## src/rtl/ahb_bridge_pkg.sv

```systemverilog
// ahb_bridge_pkg: shared types and encodings for the AHB-lite slave bridge
//   htrans_t       AHB transfer types
//   HSIZE_*        transfer size encodings
//   bridge_state_t bridge FSM states (ST_* constants give the raw encodings)
//   HRESP_*        response encodings
package ahb_bridge_pkg;
  typedef enum logic [1:0] {
    HTRANS_IDLE   = 2'b00,
    HTRANS_BUSY   = 2'b01,
    HTRANS_NONSEQ = 2'b10,
    HTRANS_SEQ    = 2'b11
  } htrans_t;
  localparam logic [2:0] HSIZE_BYTE  = 3'd0;
  localparam logic [2:0] HSIZE_HALF  = 3'd1;
  localparam logic [2:0] HSIZE_WORD  = 3'd2;
  localparam logic [2:0] HSIZE_DWORD = 3'd3;
  localparam logic [2:0] ST_IDLE  = 3'd0;
  localparam logic [2:0] ST_WDATA = 3'd1;
  localparam logic [2:0] ST_REQ   = 3'd2;
  localparam logic [2:0] ST_RESP  = 3'd3;
  localparam logic [2:0] ST_ERR1  = 3'd4;
  localparam logic [2:0] ST_ERR2  = 3'd5;
  typedef enum logic [2:0] {
    S_IDLE  = ST_IDLE,
    S_WDATA = ST_WDATA,
    S_REQ   = ST_REQ,
    S_RESP  = ST_RESP,
    S_ERR1  = ST_ERR1,
    S_ERR2  = ST_ERR2
  } bridge_state_t;
  localparam logic HRESP_OKAY  = 1'b0;
  localparam logic HRESP_ERROR = 1'b1;
endpackage

```

## src/rtl/ahb_lite_slave_bridge_if.sv

```systemverilog
// ahb_lite_slave_bridge_if: AHB-lite slave bus plus request/ack conduit
//   AHB side : hsel, haddr, htrans, hwrite, hsize, hburst, hready, hwdata -> bridge
//              hrdata, hreadyout, hresp <- bridge
//   conduit  : con_req, con_write, con_addr, con_wdata, con_wstrb, con_seq <- bridge
//              con_rdata, con_ack, con_slverr -> bridge
//   modports : slave (the bridge), master (bus master and conduit responder)
interface ahb_lite_slave_bridge_if #(
  parameter int DATA_WIDTH = 32,
  parameter int ADDR_WIDTH = 32
) ();
  logic                      hsel;
  logic [ADDR_WIDTH-1:0]     haddr;
  ahb_bridge_pkg::htrans_t   htrans;
  logic                      hwrite;
  logic [2:0]                hsize;
  logic [2:0]                hburst;
  logic                      hready;
  logic [DATA_WIDTH-1:0]     hwdata;
  logic [DATA_WIDTH-1:0]     hrdata;
  logic                      hreadyout;
  logic                      hresp;
  logic                      con_req;
  logic                      con_write;
  logic [ADDR_WIDTH-1:0]     con_addr;
  logic [DATA_WIDTH-1:0]     con_wdata;
  logic [DATA_WIDTH/8-1:0]   con_wstrb;
  logic                      con_seq;
  logic [DATA_WIDTH-1:0]     con_rdata;
  logic                      con_ack;
  logic                      con_slverr;
  modport slave (
    input  hsel, haddr, htrans, hwrite, hsize, hburst, hready, hwdata,
    input  con_rdata, con_ack, con_slverr,
    output hrdata, hreadyout, hresp,
    output con_req, con_write, con_addr, con_wdata, con_wstrb, con_seq
  );
  modport master (
    output hsel, haddr, htrans, hwrite, hsize, hburst, hready, hwdata,
    output con_rdata, con_ack, con_slverr,
    input  hrdata, hreadyout, hresp,
    input  con_req, con_write, con_addr, con_wdata, con_wstrb, con_seq
  );
endinterface

```

## src/rtl/ahb_bridge_strobe_gen.sv

```systemverilog
// ahb_bridge_strobe_gen: little-endian byte-lane strobes and legality check
//   hsize   transfer size (2^hsize bytes)
//   addr_lo address bits selecting the byte lane
//   wstrb   byte-lane enables, all zero for an illegal transfer
//   legal   transfer fits the bus and is size-aligned
module ahb_bridge_strobe_gen #(
  parameter int DATA_WIDTH = 32
) (
  input  logic [2:0]                      hsize,
  input  logic [$clog2(DATA_WIDTH/8)-1:0] addr_lo,
  output logic [DATA_WIDTH/8-1:0]         wstrb,
  output logic                            legal
);
  localparam int NB = DATA_WIDTH / 8;
  localparam int LB = $clog2(NB);
  logic [7:0]    nbytes;
  logic [NB-1:0] mask;
  assign nbytes = 8'd1 << hsize;
  // a full-width transfer shifts the one out of range, so 0 - 1 yields all lanes
  assign mask = (NB'(1) << nbytes) - NB'(1);
  // for a full-width size the low bits of nbytes are zero, so every addr_lo bit counts
  assign legal = hsize <= 3'(LB) && ~|(addr_lo & (nbytes[LB-1:0] - LB'(1)));
  assign wstrb = legal ? mask << addr_lo : '0;
endmodule

```

## src/rtl/ahb_lite_slave_bridge.sv

```systemverilog
// ahb_lite_slave_bridge: AHB-lite slave turning pipelined transfers into a request/ack conduit
//   hclk    clock, rising edge
//   hresetn synchronous active-low reset
//   bus     ahb_lite_slave_bridge_if.slave: AHB slave port and conduit master port
// Optional watchdog: define AHB_BRIDGE_TIMEOUT_EN to abort a REQ after TIMEOUT_CYCLES cycles
// without con_ack, answering with ERROR.
module ahb_lite_slave_bridge
  import ahb_bridge_pkg::*;
#(
  parameter int DATA_WIDTH     = 32,
  parameter int ADDR_WIDTH     = 32,
  parameter int TIMEOUT_CYCLES = 255
) (
  input logic                    hclk,
  input logic                    hresetn,
  ahb_lite_slave_bridge_if.slave bus
);
  localparam int NB = DATA_WIDTH / 8;
  localparam int LB = $clog2(NB);
  bridge_state_t state, nxt, acc_nxt;
  logic          legal, rdy, accept, timeout, unused_hburst;
  logic [NB-1:0] strb;
  ahb_bridge_strobe_gen #(.DATA_WIDTH(DATA_WIDTH)) u_strobe (
    .hsize   (bus.hsize),
    .addr_lo (bus.haddr[LB-1:0]),
    .wstrb   (strb),
    .legal   (legal)
  );
  assign unused_hburst = ^bus.hburst;
  assign rdy = state == S_IDLE || state == S_RESP || state == S_ERR2;
  // address phases are only sampled while this slave is not stalling the bus
  assign accept = rdy && bus.hsel && bus.hready && bus.htrans[1];
  assign acc_nxt = !legal ? S_ERR1 : bus.hwrite ? S_WDATA : S_REQ;
  assign bus.hreadyout = rdy;
  assign bus.hresp = state == S_ERR1 || state == S_ERR2 ? HRESP_ERROR : HRESP_OKAY;
`ifdef AHB_BRIDGE_TIMEOUT_EN
  logic [15:0] tcnt;
  always_ff @(posedge hclk)
    tcnt <= !hresetn || state != S_REQ ? '0 : tcnt + 16'd1;
  // fires in the last allowed REQ cycle so con_req stays up exactly TIMEOUT_CYCLES cycles
  assign timeout = tcnt == 16'(TIMEOUT_CYCLES - 1);
`else
  localparam int unused_timeout = TIMEOUT_CYCLES;
  assign timeout = 1'b0;
`endif
  always_comb begin
    nxt = S_IDLE;
    case (state)
      S_IDLE, S_RESP, S_ERR2: nxt = accept ? acc_nxt : S_IDLE;
      S_WDATA:                nxt = S_REQ;
      S_REQ:                  nxt = bus.con_ack ? (bus.con_slverr ? S_ERR1 : S_RESP) : timeout ? S_ERR1 : S_REQ;
      S_ERR1:                 nxt = S_ERR2;
      default:                nxt = S_IDLE;
    endcase
  end
  always_ff @(posedge hclk) begin
    if (!hresetn) begin
      state         <= S_IDLE;
      bus.hrdata    <= '0;
      bus.con_req   <= 1'b0;
      bus.con_write <= 1'b0;
      bus.con_addr  <= '0;
      bus.con_wdata <= '0;
      bus.con_wstrb <= '0;
      bus.con_seq   <= 1'b0;
    end else begin
      state       <= nxt;
      bus.con_req <= nxt == S_REQ;
      if (accept) begin
        bus.con_addr  <= bus.haddr;
        bus.con_write <= bus.hwrite;
        bus.con_wstrb <= strb;
        bus.con_seq   <= bus.htrans == HTRANS_SEQ;
      end
      if (state == S_WDATA)
        bus.con_wdata <= bus.hwdata;
      if (state == S_REQ && bus.con_ack && !bus.con_slverr && !bus.con_write)
        bus.hrdata <= bus.con_rdata;
    end
  end
endmodule

```

## src/flat_wrapper.sv

```systemverilog
// flat-port wrapper written by rule: the top's interface ports become plain ports
module ahb_lite_slave_bridge_flat import ahb_bridge_pkg::*;
#(
  parameter int DATA_WIDTH     = 32,
  parameter int ADDR_WIDTH     = 32,
  parameter int TIMEOUT_CYCLES = 255
)
  (hclk, hresetn, bus_hsel, bus_haddr, bus_htrans, bus_hwrite, bus_hsize, bus_hburst, bus_hready, bus_hwdata, bus_con_rdata, bus_con_ack, bus_con_slverr, bus_hrdata, bus_hreadyout, bus_hresp, bus_con_req, bus_con_write, bus_con_addr, bus_con_wdata, bus_con_wstrb, bus_con_seq);
  ahb_lite_slave_bridge_if #(.DATA_WIDTH(DATA_WIDTH), .ADDR_WIDTH(ADDR_WIDTH)) bus_i ();
  input logic hclk;
  input logic hresetn;
  input wire logic [$bits(bus_i.hsel)-1:0] bus_hsel;
  input wire logic [$bits(bus_i.haddr)-1:0] bus_haddr;
  input wire logic [$bits(bus_i.htrans)-1:0] bus_htrans;
  input wire logic [$bits(bus_i.hwrite)-1:0] bus_hwrite;
  input wire logic [$bits(bus_i.hsize)-1:0] bus_hsize;
  input wire logic [$bits(bus_i.hburst)-1:0] bus_hburst;
  input wire logic [$bits(bus_i.hready)-1:0] bus_hready;
  input wire logic [$bits(bus_i.hwdata)-1:0] bus_hwdata;
  input wire logic [$bits(bus_i.con_rdata)-1:0] bus_con_rdata;
  input wire logic [$bits(bus_i.con_ack)-1:0] bus_con_ack;
  input wire logic [$bits(bus_i.con_slverr)-1:0] bus_con_slverr;
  output wire logic [$bits(bus_i.hrdata)-1:0] bus_hrdata;
  output wire logic [$bits(bus_i.hreadyout)-1:0] bus_hreadyout;
  output wire logic [$bits(bus_i.hresp)-1:0] bus_hresp;
  output wire logic [$bits(bus_i.con_req)-1:0] bus_con_req;
  output wire logic [$bits(bus_i.con_write)-1:0] bus_con_write;
  output wire logic [$bits(bus_i.con_addr)-1:0] bus_con_addr;
  output wire logic [$bits(bus_i.con_wdata)-1:0] bus_con_wdata;
  output wire logic [$bits(bus_i.con_wstrb)-1:0] bus_con_wstrb;
  output wire logic [$bits(bus_i.con_seq)-1:0] bus_con_seq;
  assign bus_i.hsel = bus_hsel;
  assign bus_i.haddr = bus_haddr;
  assign bus_i.htrans = bus_htrans;
  assign bus_i.hwrite = bus_hwrite;
  assign bus_i.hsize = bus_hsize;
  assign bus_i.hburst = bus_hburst;
  assign bus_i.hready = bus_hready;
  assign bus_i.hwdata = bus_hwdata;
  assign bus_i.con_rdata = bus_con_rdata;
  assign bus_i.con_ack = bus_con_ack;
  assign bus_i.con_slverr = bus_con_slverr;
  assign bus_hrdata = bus_i.hrdata;
  assign bus_hreadyout = bus_i.hreadyout;
  assign bus_hresp = bus_i.hresp;
  assign bus_con_req = bus_i.con_req;
  assign bus_con_write = bus_i.con_write;
  assign bus_con_addr = bus_i.con_addr;
  assign bus_con_wdata = bus_i.con_wdata;
  assign bus_con_wstrb = bus_i.con_wstrb;
  assign bus_con_seq = bus_i.con_seq;
  ahb_lite_slave_bridge #(.DATA_WIDTH(DATA_WIDTH), .ADDR_WIDTH(ADDR_WIDTH), .TIMEOUT_CYCLES(TIMEOUT_CYCLES)) u_core (.hclk(hclk), .hresetn(hresetn), .bus(bus_i));
endmodule
```

## config.mk

```make
export PLATFORM = sky130hd
export DESIGN_NAME = ahb_lite_slave_bridge_flat
export DESIGN_NICKNAME = d
export VERILOG_FILES = /design/src/rtl/ahb_bridge_pkg.sv /design/src/rtl/ahb_lite_slave_bridge_if.sv /design/src/rtl/ahb_bridge_strobe_gen.sv /design/src/rtl/ahb_lite_slave_bridge.sv /design/src/flat_wrapper.sv
export SDC_FILE = /design/constraint.sdc
export NUM_CORES = 1
export LEC_CHECK = 0
export CORE_MARGIN = 3
export CORE_UTILIZATION = 43
export DETAILED_ROUTE_END_ITERATION = 10
export PLACE_DENSITY = 0.87
export SLEW_MARGIN = 30
export SYNTH_ARGS = -nofsm -noshare
export SYNTH_HDL_FRONTEND = slang
export SYNTH_SLANG_ARGS = --single-unit
```

## constraint.sdc

```tcl
create_clock -name hclk -period 3.11 [get_ports hclk]
set_input_delay 0.4665 -clock hclk [delete_from_list [all_inputs] [get_ports hclk]]
set_output_delay 0.4665 -clock hclk [all_outputs]
set_load 0.005 [all_outputs]
```

==> impl_results.md <==
* Max Cap Viol at 0
* Synth top area cells: dfxtp_1 (50%), a21boi_0 (15%), nand2_1 (12%)
* Final GP Congestion at 0.758
* PwrDens at 392 nW/um2
* First-pass GRT wire length at 20000 um
* Worst Path Max Fanout at 42
* Initial DRC Count at 195
* DRC viols at 0
* Status: finished clean
* Worst VDD drop at 0.000228 V
* Worst-path cell chain: nand2b_2 > mux2_4 > inv_1 > clkdlybuf4s50_1
* Drt pass-1 iters at 4
* NumNets Final at 797
* Fin util at 69.9%
* Worst slew pin tran at 0.749 ns
* Register area share after synthesis at 50.0%
* #FFs+latches synth at 106
* Clock transition at the registers of the reported paths at 0.09 ns
* Die X at 105 um
* Cell with the most instances after synthesis: nand2_1
* Initial antenna violation count at 0
* Final hold slack at 0.459 ns
* Clock skew at 0.0153 ns
* Largest stage delay on the critical path at 0.52 ns
* Crit path launch type: register
* Cell taking the most area after synthesis: dfxtp_1
* Flop pwr share at 54.8%
* Vias in the first global route at 4053
* Setup TNS at 0 ns
* GR Util All Layers at 21.9%
* Setup Viol. Count Final at 0
* Final wirelength at 12400 um
* P&R area growth vs syn at 55.1%
* Worst skew pair latency at 0.36 ns
* Via density at 5.14
* Synth cell count leaders: nand2_1 (132), dfxtp_1 (106), a21boi_0 (87)
* H-tree levels at 3
* Die area at 11100 um2
* Mapped Avg Cell Area at 8.45 um2
* Final hold violation count at 0
* FFs w/ async S/R, synth at 0%
* Top cell family by delay on the critical path: buffers and inverters
* Die height at 105 um
* Cts hold-fix bufs at 0
* Worst EP required at 2.64 ns
* Wirelength per Cell at 15.2 um
* Ys flop type: dfxtp_1
* Root buf cell: clkbuf_8
* Combinational power share at 15.3%
* CTS tree: done
* Via count at 4218
* Clock Sinks at 106
* Dpl hpwl at 8840 um
* Max Fclk at 389 MHz
* Crit share post-route at 82.7%
* Hold Path Class: register to register
* Crit path buffers/inverters at 2
* CP arrival at 2.11 ns
* ANT cells at 0
* Slowest cell on crit path: dfxtp_1
* Post-synth EDFFs at 0
* Count of cell types in the netlist at 37
* Net switching power at 0.662 mW
* Worst Setup End Kind: output pin
* Syn Inst Count at 502
* RSZ-0062 raised after global routing: no
* Final Slew Violations at 0
* Largest net degree at the start of global routing at 61
* Routed Antenna Nets at 0
* Mapped Area at 4240 um2
* CP Class: register to output pin
* Syn nets at 613
* Sw Share at 25.7%
* Tmin final at 2.57 ns
* Num CTS Buffers at 9
* Port bufs at 212
* Top Ports at 216
* Post-CTS Setup Inserts at 0
* Layout cells sized above 1 at 4.20%
* Clock buffer depth at 2
* Clock power share at 29.9%
* Core region area at 9420 um2
* Post-CTS resize count at 0
* Slew Limit Headroom at 50.1%
* P_leak at 2.19 nW
* Int Power at 1.92 mW
* Post-synth top area share at 50.0%
* Rows at 35
* Synth Warn # at 0
* Overflow after GRT at 0
* Initial core utilization at 45.1%
==> power by group through the flow <==
stage | Clock (mW) | Combinational, mW | Sequential, mW
2_1_floorplan | 0 | 0.153 | 1.44
3_3_place_gp | 0 | 0.385 | 1.44
3_5_place_dp | 0 | 0.394 | 1.44
4_1_cts | 0.789 | 0.397 | 1.41
5_1_grt | 0.847 | 0.426 | 1.42
6_report | 0.773 | 0.395 | 1.41
==> final cells by class <==
cell class | count | area (um2)
flip-flops and latches | 106 | 2120
clock inverters | 6 | 42.5
fillers | 753 | 2840
clock buffers | 10 | 128
inverters | 2 | 7.51
well taps | 129 | 161
repair buffers | 218 | 2170
multi-input cells | 349 | 1940
==> routing by layer <==
metal  up-vias  wire length, um  global-route usage [%]
met3        18             1150                    8.70
met2       167             6040                    37.7
met5         -                0                       0
li1       2064                -                       -
met4         0              221                    6.28
met1      1969             5030                    25.1
==> path summary, 6_finish.rpt <==
kind	startpoint	slack (ns)	to	cells past startpoint
setup / recovery	u_core.state[0]	0.54	bus_hreadyout	4
hold / removal	u_core.bus.con_wstrb[1]	0.46	u_core.bus.con_wstrb[1]	2
setup reg to reg	u_core.state[0]	1.00	u_core.state[1]	6
hold reg to reg	u_core.bus.con_wstrb[1]	0.46	u_core.bus.con_wstrb[1]	2
==> kinds of logic (layout without fill, tap and decap cells) <==
logic type	after synthesis	after routing	synth area share, %
compound gates	153	153	24.8
xor+xnor	2	2	0.413
buf+inv	47	236	4.45
flops	106	106	50.0
mux	2	2	0.619
simple gates	192	192	19.7
==> per-stage QoR <==
step | power [mW] | cell area, um2 | worst slack (ns) | cells
floorplan | 1.60 | 4240 | 1.47 | 502
global placement | 1.83 | 6410 | 0.628 | 804
detailed placement | 1.84 | 6410 | 0.544 | 804
CTS | 2.60 | 6580 | 0.534 | 820
global route | 2.69 | 6580 | 0.405 | 820
finish | 2.58 | 6580 | 0.537 | 820
==> worst min-delay path: cells and delay by family (launching register included) <==
kind / cells / cell delay, ns
flip-flops: 1 / 0.32
AND/OR/NAND/NOR: 1 / 0.05
AO/OA/AOI/OAI: 1 / 0.05
==> placed cells by master, fill, tap and decap left out, types with 2 or more instances in the layout <==
master and instances:
nand4b_1 2, nand3b_1 2, o21ai_0 38, clkbuf_8 9, inv_1 2, a21oi_1 2, buf_4 5, clkdlybuf4s50_1 211
dfxtp_1 106, a21boi_1 16, nand2_1 132, xor2_1 2, nand3_1 36, clkinvlp_4 2, a21boi_0 87, nor3_1 2
clkinv_2 2, or4_1 2, o21a_1 3, nor2_1 5
==> flip-flops by register name, indices dropped and copies added (netlist names) <==
name,flops
u_core.bus.con_write,1
u_core.bus.con_seq,1
u_core.bus.con_addr,32
u_core.bus.con_wstrb,4
u_core.bus.hrdata,32
u_core.bus.con_wdata,32
u_core.bus.con_req,1
u_core.state,3
(Power assumes the default switching activity.)
